===== src/rtl/otter_fetch_stage.sv =====
// otter_fetch_stage
// Instruction fetch stage and IF/ID pipeline register for the pipelined OTTER core.
// Owns the PC, keeps at most one request outstanding to a variable-latency
// instruction memory, and presents {IR, PC, valid} to decode. A one-entry skid
// buffer absorbs a response that arrives while decode is stalled, and a
// redirect flushes everything fetched down the old path.

module otter_fetch_stage #(
  parameter logic [31:0] RESET_PC  = 32'h0000_0000,
  parameter logic [31:0] NOP_INSTR = 32'h0000_0013
) (
  input  logic        CLK,
  input  logic        RST,
  input  logic        STALL,
  input  logic        REDIRECT,
  input  logic [31:0] REDIRECT_PC,
  output logic        IMEM_REQ,
  output logic [31:0] IMEM_ADDR,
  input  logic        IMEM_GNT,
  input  logic        IMEM_RVALID,
  input  logic [31:0] IMEM_RDATA,
  output logic [31:0] IF_ID_IR,
  output logic [31:0] IF_ID_PC,
  output logic        IF_ID_VALID
);

  // REQ : request on the bus for pc_q
  // WAIT: one request accepted, response pending
  // HELD: response parked in the skid buffer until decode can take it
  // DROP: the pending response belongs to a flushed path and is discarded
  typedef enum logic [1:0] {
    ST_REQ  = 2'd0,
    ST_WAIT = 2'd1,
    ST_HELD = 2'd2,
    ST_DROP = 2'd3
  } state_t;

  state_t      state_q, state_d;
  logic [31:0] pc_q, pc_d;
  logic [31:0] fetch_pc_q, fetch_pc_d;
  logic [31:0] skid_ir_q, skid_ir_d;
  logic [31:0] skid_pc_q, skid_pc_d;
  logic [31:0] ir_q, ir_d;
  logic [31:0] ifpc_q, ifpc_d;
  logic        vld_q, vld_d;

  logic        accept;
  logic        load_mem;
  logic        load_skid;
  logic [31:0] redirect_tgt;
  logic        unused_redirect_lsbs;

  // IF/ID can take a new entry when it is empty or decode is consuming it.
  assign accept       = !vld_q || !STALL;
  assign redirect_tgt = {REDIRECT_PC[31:2], 2'b00};

  // The two low target bits are architecturally ignored.
  assign unused_redirect_lsbs = ^REDIRECT_PC[1:0];

  // Request is a pure function of state, forced low while reset is asserted.
  assign IMEM_REQ    = (state_q == ST_REQ) && !RST;
  assign IMEM_ADDR   = pc_q;
  assign IF_ID_IR    = ir_q;
  assign IF_ID_PC    = ifpc_q;
  assign IF_ID_VALID = vld_q;

  // Next-state logic: fetch FSM, PC, skid buffer and IF/ID register.
  always_comb begin
    state_d    = state_q;
    pc_d       = pc_q;
    fetch_pc_d = fetch_pc_q;
    skid_ir_d  = skid_ir_q;
    skid_pc_d  = skid_pc_q;
    load_mem   = 1'b0;
    load_skid  = 1'b0;

    case (state_q)
      ST_REQ: begin
        // Any response seen here is stale; only a grant matters.
        if (IMEM_GNT) begin
          fetch_pc_d = pc_q;
          pc_d       = pc_q + 32'd4;
          state_d    = ST_WAIT;
        end
      end
      ST_WAIT: begin
        if (IMEM_RVALID) begin
          if (accept) begin
            load_mem = 1'b1;
            state_d  = ST_REQ;
          end else begin
            skid_ir_d = IMEM_RDATA;
            skid_pc_d = fetch_pc_q;
            state_d   = ST_HELD;
          end
        end
      end
      ST_HELD: begin
        // Being in HELD is what marks the skid buffer as full.
        if (accept) begin
          load_skid = 1'b1;
          state_d   = ST_REQ;
        end
      end
      ST_DROP: begin
        if (IMEM_RVALID) begin
          state_d = ST_REQ;
        end
      end
      default: begin
        state_d = ST_REQ;
      end
    endcase

    vld_d  = vld_q;
    ir_d   = ir_q;
    ifpc_d = ifpc_q;
    if (load_mem) begin
      vld_d  = 1'b1;
      ir_d   = IMEM_RDATA;
      ifpc_d = fetch_pc_q;
    end else if (load_skid) begin
      vld_d  = 1'b1;
      ir_d   = skid_ir_q;
      ifpc_d = skid_pc_q;
    end else if (!STALL) begin
      // Decode consumed the entry and nothing replaces it: insert a bubble.
      vld_d = 1'b0;
      ir_d  = NOP_INSTR;
    end

    // A redirect overrides stall and any load in the same cycle. Leaving
    // HELD empties the skid buffer; a response still owed to the old path
    // is swallowed in DROP.
    if (REDIRECT) begin
      vld_d = 1'b0;
      ir_d  = NOP_INSTR;
      pc_d  = redirect_tgt;
      case (state_q)
        ST_REQ:  state_d = IMEM_GNT    ? ST_DROP : ST_REQ;
        ST_WAIT: state_d = IMEM_RVALID ? ST_REQ  : ST_DROP;
        ST_HELD: state_d = ST_REQ;
        ST_DROP: state_d = IMEM_RVALID ? ST_REQ  : ST_DROP;
        default: state_d = ST_REQ;
      endcase
    end
  end

  // Control state and IF/ID register, with synchronous reset.
  always_ff @(posedge CLK) begin
    if (RST) begin
      state_q <= ST_REQ;
      pc_q    <= RESET_PC;
      vld_q   <= 1'b0;
      ir_q    <= NOP_INSTR;
      ifpc_q  <= 32'h0000_0000;
    end else begin
      state_q <= state_d;
      pc_q    <= pc_d;
      vld_q   <= vld_d;
      ir_q    <= ir_d;
      ifpc_q  <= ifpc_d;
    end
  end

  // Fetch address and skid payload; only read when the FSM says they are live.
  always_ff @(posedge CLK) begin
    fetch_pc_q <= fetch_pc_d;
    skid_ir_q  <= skid_ir_d;
    skid_pc_q  <= skid_pc_d;
  end

endmodule

===== config.mk =====
export PLATFORM = sky130hd
export DESIGN_NAME = otter_fetch_stage
export DESIGN_NICKNAME = d
export VERILOG_FILES = /design/src/rtl/otter_fetch_stage.sv
export SDC_FILE = /design/constraint.sdc
export NUM_CORES = 1
export LEC_CHECK = 0
export CORE_ASPECT_RATIO = 0.6
export CORE_MARGIN = 10
export CORE_UTILIZATION = 40
export DETAILED_ROUTE_END_ITERATION = 16
export HOLD_SLACK_MARGIN = 0.05
export MAX_ROUTING_LAYER = met4
export PLACE_DENSITY_LB_ADDON = 0.12
export SYNTH_ARGS = -nofsm -noshare
export SYNTH_HDL_FRONTEND = slang
export SYNTH_SLANG_ARGS = --single-unit

===== constraint.sdc =====
create_clock -name CLK -period 20.7 [get_ports CLK]
set_input_delay 4.14 -clock CLK [delete_from_list [all_inputs] [get_ports CLK]]
set_output_delay 4.14 -clock CLK [all_outputs]
set_load 0.05 [all_outputs]

### Yosys cells after proc, flatten, opt, wreduce, memory -nomap -nowiden

Index checks and enable logic that the tools add are counted.

| operators by class | value |
|---|---|
| add/sub/neg operators | 1 |
| equality and inequality tests | 8 |
| mux-type cells | 25 |
| bitwise operators | 1 |
| reduce and logical (&&, ||, !) cells | 15 |

Operator list:

| cell | number |
|---|---|
| $mux W32 | 8 |
| $add A32 B3 Y32 const B | 1 |
| $mux W2 | 8 |
| $ne A3 B3 Y1 const B | 4 |
| $pmux W2 S4 | 1 |
| $mux W1 | 7 |
| $pmux W2 S3 | 1 |
| $reduce_bool A2 Y1 | 3 |
| $eq A2 B2 Y1 const B | 2 |
| $reduce_and A2 Y1 | 2 |
| $reduce_and A4 Y1 | 1 |
| $reduce_or A2 Y1 | 2 |
| $logic_not A1 Y1 | 3 |
| $ne A3 B1 Y1 const B | 1 |
| $reduce_and A3 Y1 | 1 |
| $eq A2 B1 Y1 const B | 1 |
| $logic_not A2 Y1 | 1 |
| $logic_and A1 B1 Y1 | 1 |
| $logic_or A1 B1 Y1 | 1 |
| $not A1 Y1 | 1 |

| storage, ports and cells | value |
|---|---|
| register bits | 195 |

### Logic depth before layout (Yosys ltp)

| depth | value |
|---|---|
| word-level depth | 6 |
| depth in mapped cells | 8 |
| mapped depth without buffers | 5 |

### Worst setup path before layout

Ideal clock, no wire load.

| path | value |
|---|---|
| path kind | input-to-output |
| from | input RST |
| to | output IMEM_REQ |
| arrival | 5580 ps |
| required time | 16560 ps |
| slack | 10980 ps |
| stages | 3 |
| cell sequence | clkbuf_1 -> buf_1 -> nor3_1 |

| on the way | value |
|---|---|
| word-level cells in the longest chain between the ends | 2 |

Ends and longest elaborated chain:

| what | line | text |
|---|---|---|
| from (decl) | 13 | `input logic RST,` |
| $logic_not A1 Y1 | 61 | `assign IMEM_REQ = (state_q == ST_REQ) && !RST;` |
| $logic_and A1 B1 Y1 | 61 |  |
| to (decl) | 17 | `output logic IMEM_REQ,` |

No other way between the ends.

### Worst setup path after layout

Ends and elaborated chain as after synthesis.

==> metrics <==
status=finished clean; commonest cells after routing, fill and taps aside=160 x clkdlybuf4s50_1, 95 x dfxtp_1, 92 x edfxtp_1, 63 x a21oi_1, 62 x a22oi_1; antenna diode count=0; Area Growth Syn to Fin=32.8%; Peak supply drop=0.0000613 V; CTS tree=done; vias per cell=5.61; vias in the first global route=5621; Initial Util=about two fifths; Req. time, crit path=16560 ps; die area=24100 um2; CTS buffer count=17; DR vias=between 5000 and 6000; buffer depth of the longest clock path=2; #FFs+latches synth=187; antenna violations before repair=0; main area contributors after synthesis=edfxtp_1 38%, dfxtp_1 26%, a22oi_1 6.4%; Final Hold Fails=0; final setup vio count=0; setup_tns=0 ps; WL final=20.8 mm; hold_buf cts=0; row cnt=37; max-slew violation count=0; Nets=around 850; Post-Syn Area=7240 um2; drt first pass iters=5; Crit. End Element=primary output; final worst slack=10820 ps; Final min period=9880 ps; Post-Synth Simple-Gate Area=13.8%; Top FF cell, synth=dfxtp_1; most common cell after layout, fill and taps aside=clkdlybuf4s50_1; gp weighted congestion=0.874; RSZ-0062 raised after global routing=no; Die Y=124 um; CP Max Fanout=67; core area=17500 um2; post-synthesis sequential area ratio=64.4%; fmax=101 MHz; latest clock arrival within the worst-skew pair=430 ps; HPWL Detailed=about 14 mm; HP Class=reg -> reg; max-cap violations=0; LEAKAGE=3.05 nW; Yosys cell types=48; Arr. time, crit path=5740 ps; cell taking the most area after synthesis=edfxtp_1; Post-synth ARST share=0%; XOR/XNOR Fraction of Synth Area=1.21%; Synth Area in Adders=less than 1%; drt wl/cell=just over 20 um; PwrDens=slightly above 90 nW/um2; Worst Tran Pin Value=879 ps; Crit-path slowest cell=clkdlybuf4s50_1; initial drt markers=500; # Post-CTS Setup Buffers=0; crit-path cells=buf_2 > buf_4 > nor3_1 > clkdlybuf4s50_1; grt total ovfl=0; CTS sink cnt=187; Post-synth EDFFs=between 90 and 100; Post-CTS Resized=0; Worst R2R Setup Slack=17520 ps; worst rel slew slack=41.2%; Post-DRT Antenna Nets=0; WS Path Type=in -> out; share of post-route cells with drive strength above 1=6.33%; first-pass GRT wire length=32.8 mm; Ys Warns=0; die width=194 um; Syn Inst Count=around 640; Synth Area in Compound Gates=17.0%; IO Port Bufs=161; Critical Path Start Type=input pin; post-place setup slack=around 11000 ps; average cell area after synthesis=11.4 um2; Final period util=47.7%; largest family of logic cells by synthesized area=compound AO/OA/AOI/OAI gates; detailed-route DRC error count=0; Worst-path clk slew=80 ps; GR Util All Layers=17.2%; worst clock skew=roughly 15 ps; H-tree Lvls=4; area fraction of the dominant cell type after synthesis=38.1%; post-synthesis mux area share=0%; largest net degree at the start of global routing=68; Root Driver=clkbuf_16; I/O pins=around 170; max incr delay on CP=between 800 and 900 ps
==> kinds of logic (layout without fill, tap and decap cells) <==
logic type | Yosys count | after routing
adders and majority gates | 1 | 1
xor gates and xnor gates | 10 | 10
other | 1 | 4
buffers and inverters | 59 | 210
and+or+nand+nor | 195 | 195
AOI/OAI and AO/OA | 183 | 183
DFF | 187 | 187
==> layout make-up <==
| cell class | count | area [um2] |
|---|---|---|
| fill | 1467 | 7840 |
| sequential | 187 | 4660 |
| multi-input combinational | 393 | 2360 |
| timing repair buffer | 172 | 1690 |
| clock buffer | 17 | 425 |
| tap | 234 | 293 |
| clock inverter | 15 | 158 |
| inverter | 6 | 22.5 |
==> per-layer routing <==
| layer | track usage (%) | routed length [um] |
|---|---|---|
| met1 | 23.4 | 9880 |
| met2 | 25.1 | 9450 |
| met3 | 4.27 | 1210 |
| met4 | 4.38 | 240 |
| met5 | - | 0 |
==> registers in the layout (all words and copies together) (netlist names) <==
name	flops
IF_ID_IR	32
IF_ID_PC	30
IF_ID_VALID	1
IMEM_ADDR	30
fetch_pc_q	30
skid_ir_q	32
skid_pc_q	30
state_q	2
==> synth_stat cells (8+ instances only) <==
library cell / count
nand2_1: 51
xnor2_1: 8
dfxtp_1: 95
a311oi_1: 11
o31ai_1: 11
nor2_1: 27
a22oi_1: 62
nor4_1: 11
clkbuf_1: 42
a211oi_1: 10
or4_1: 9
nand3_1: 48
edfxtp_1: 92
a21oi_1: 63
nand4_1: 15
==> report_power, final <==
group,total [mW],switching [mW],leakage (nW),internal [mW]
Clock,0.318,0.156,0.287,0.161
Sequential,0.427,0.0176,1.63,0.409
Combinational,0.138,0.0902,1.13,0.0474
==> metrics by stage <==
| step | utilization (%) | hold WS, ps | cells | area [um2] | power (mW) |
|---|---|---|---|---|---|
| after floorplan | - | 427 | 639 | 7250 | 0.516 |
| after global placement | 51.8 | 437 | 992 | 9030 | 0.571 |
| after detailed placement | 51.8 | 437 | 992 | 9030 | 0.573 |
| after CTS | 55.1 | 450 | 1024 | 9620 | 0.890 |
| after global routing | 55.1 | 463 | 1024 | 9620 | 0.917 |
| final | 55.1 | 450 | 1024 | 9620 | 0.882 |
==> critical path: cells and delay by family <==
kind	cells	cell delay, ps
buffers and inverters	3	1290
AND/OR/NAND/NOR	1	290
==> final timing paths <==
path | startpoint | end | cells past startpoint
worst max-delay path | RST | IMEM_REQ | 4
worst min-delay path | fetch_pc_q[17] | skid_pc_q[17] | 0
worst max register to register | state_q[1] | IMEM_ADDR[19] | 6
worst min register to register | fetch_pc_q[17] | skid_pc_q[17] | 0
Note: power is estimated with default switching activity, not from simulation.
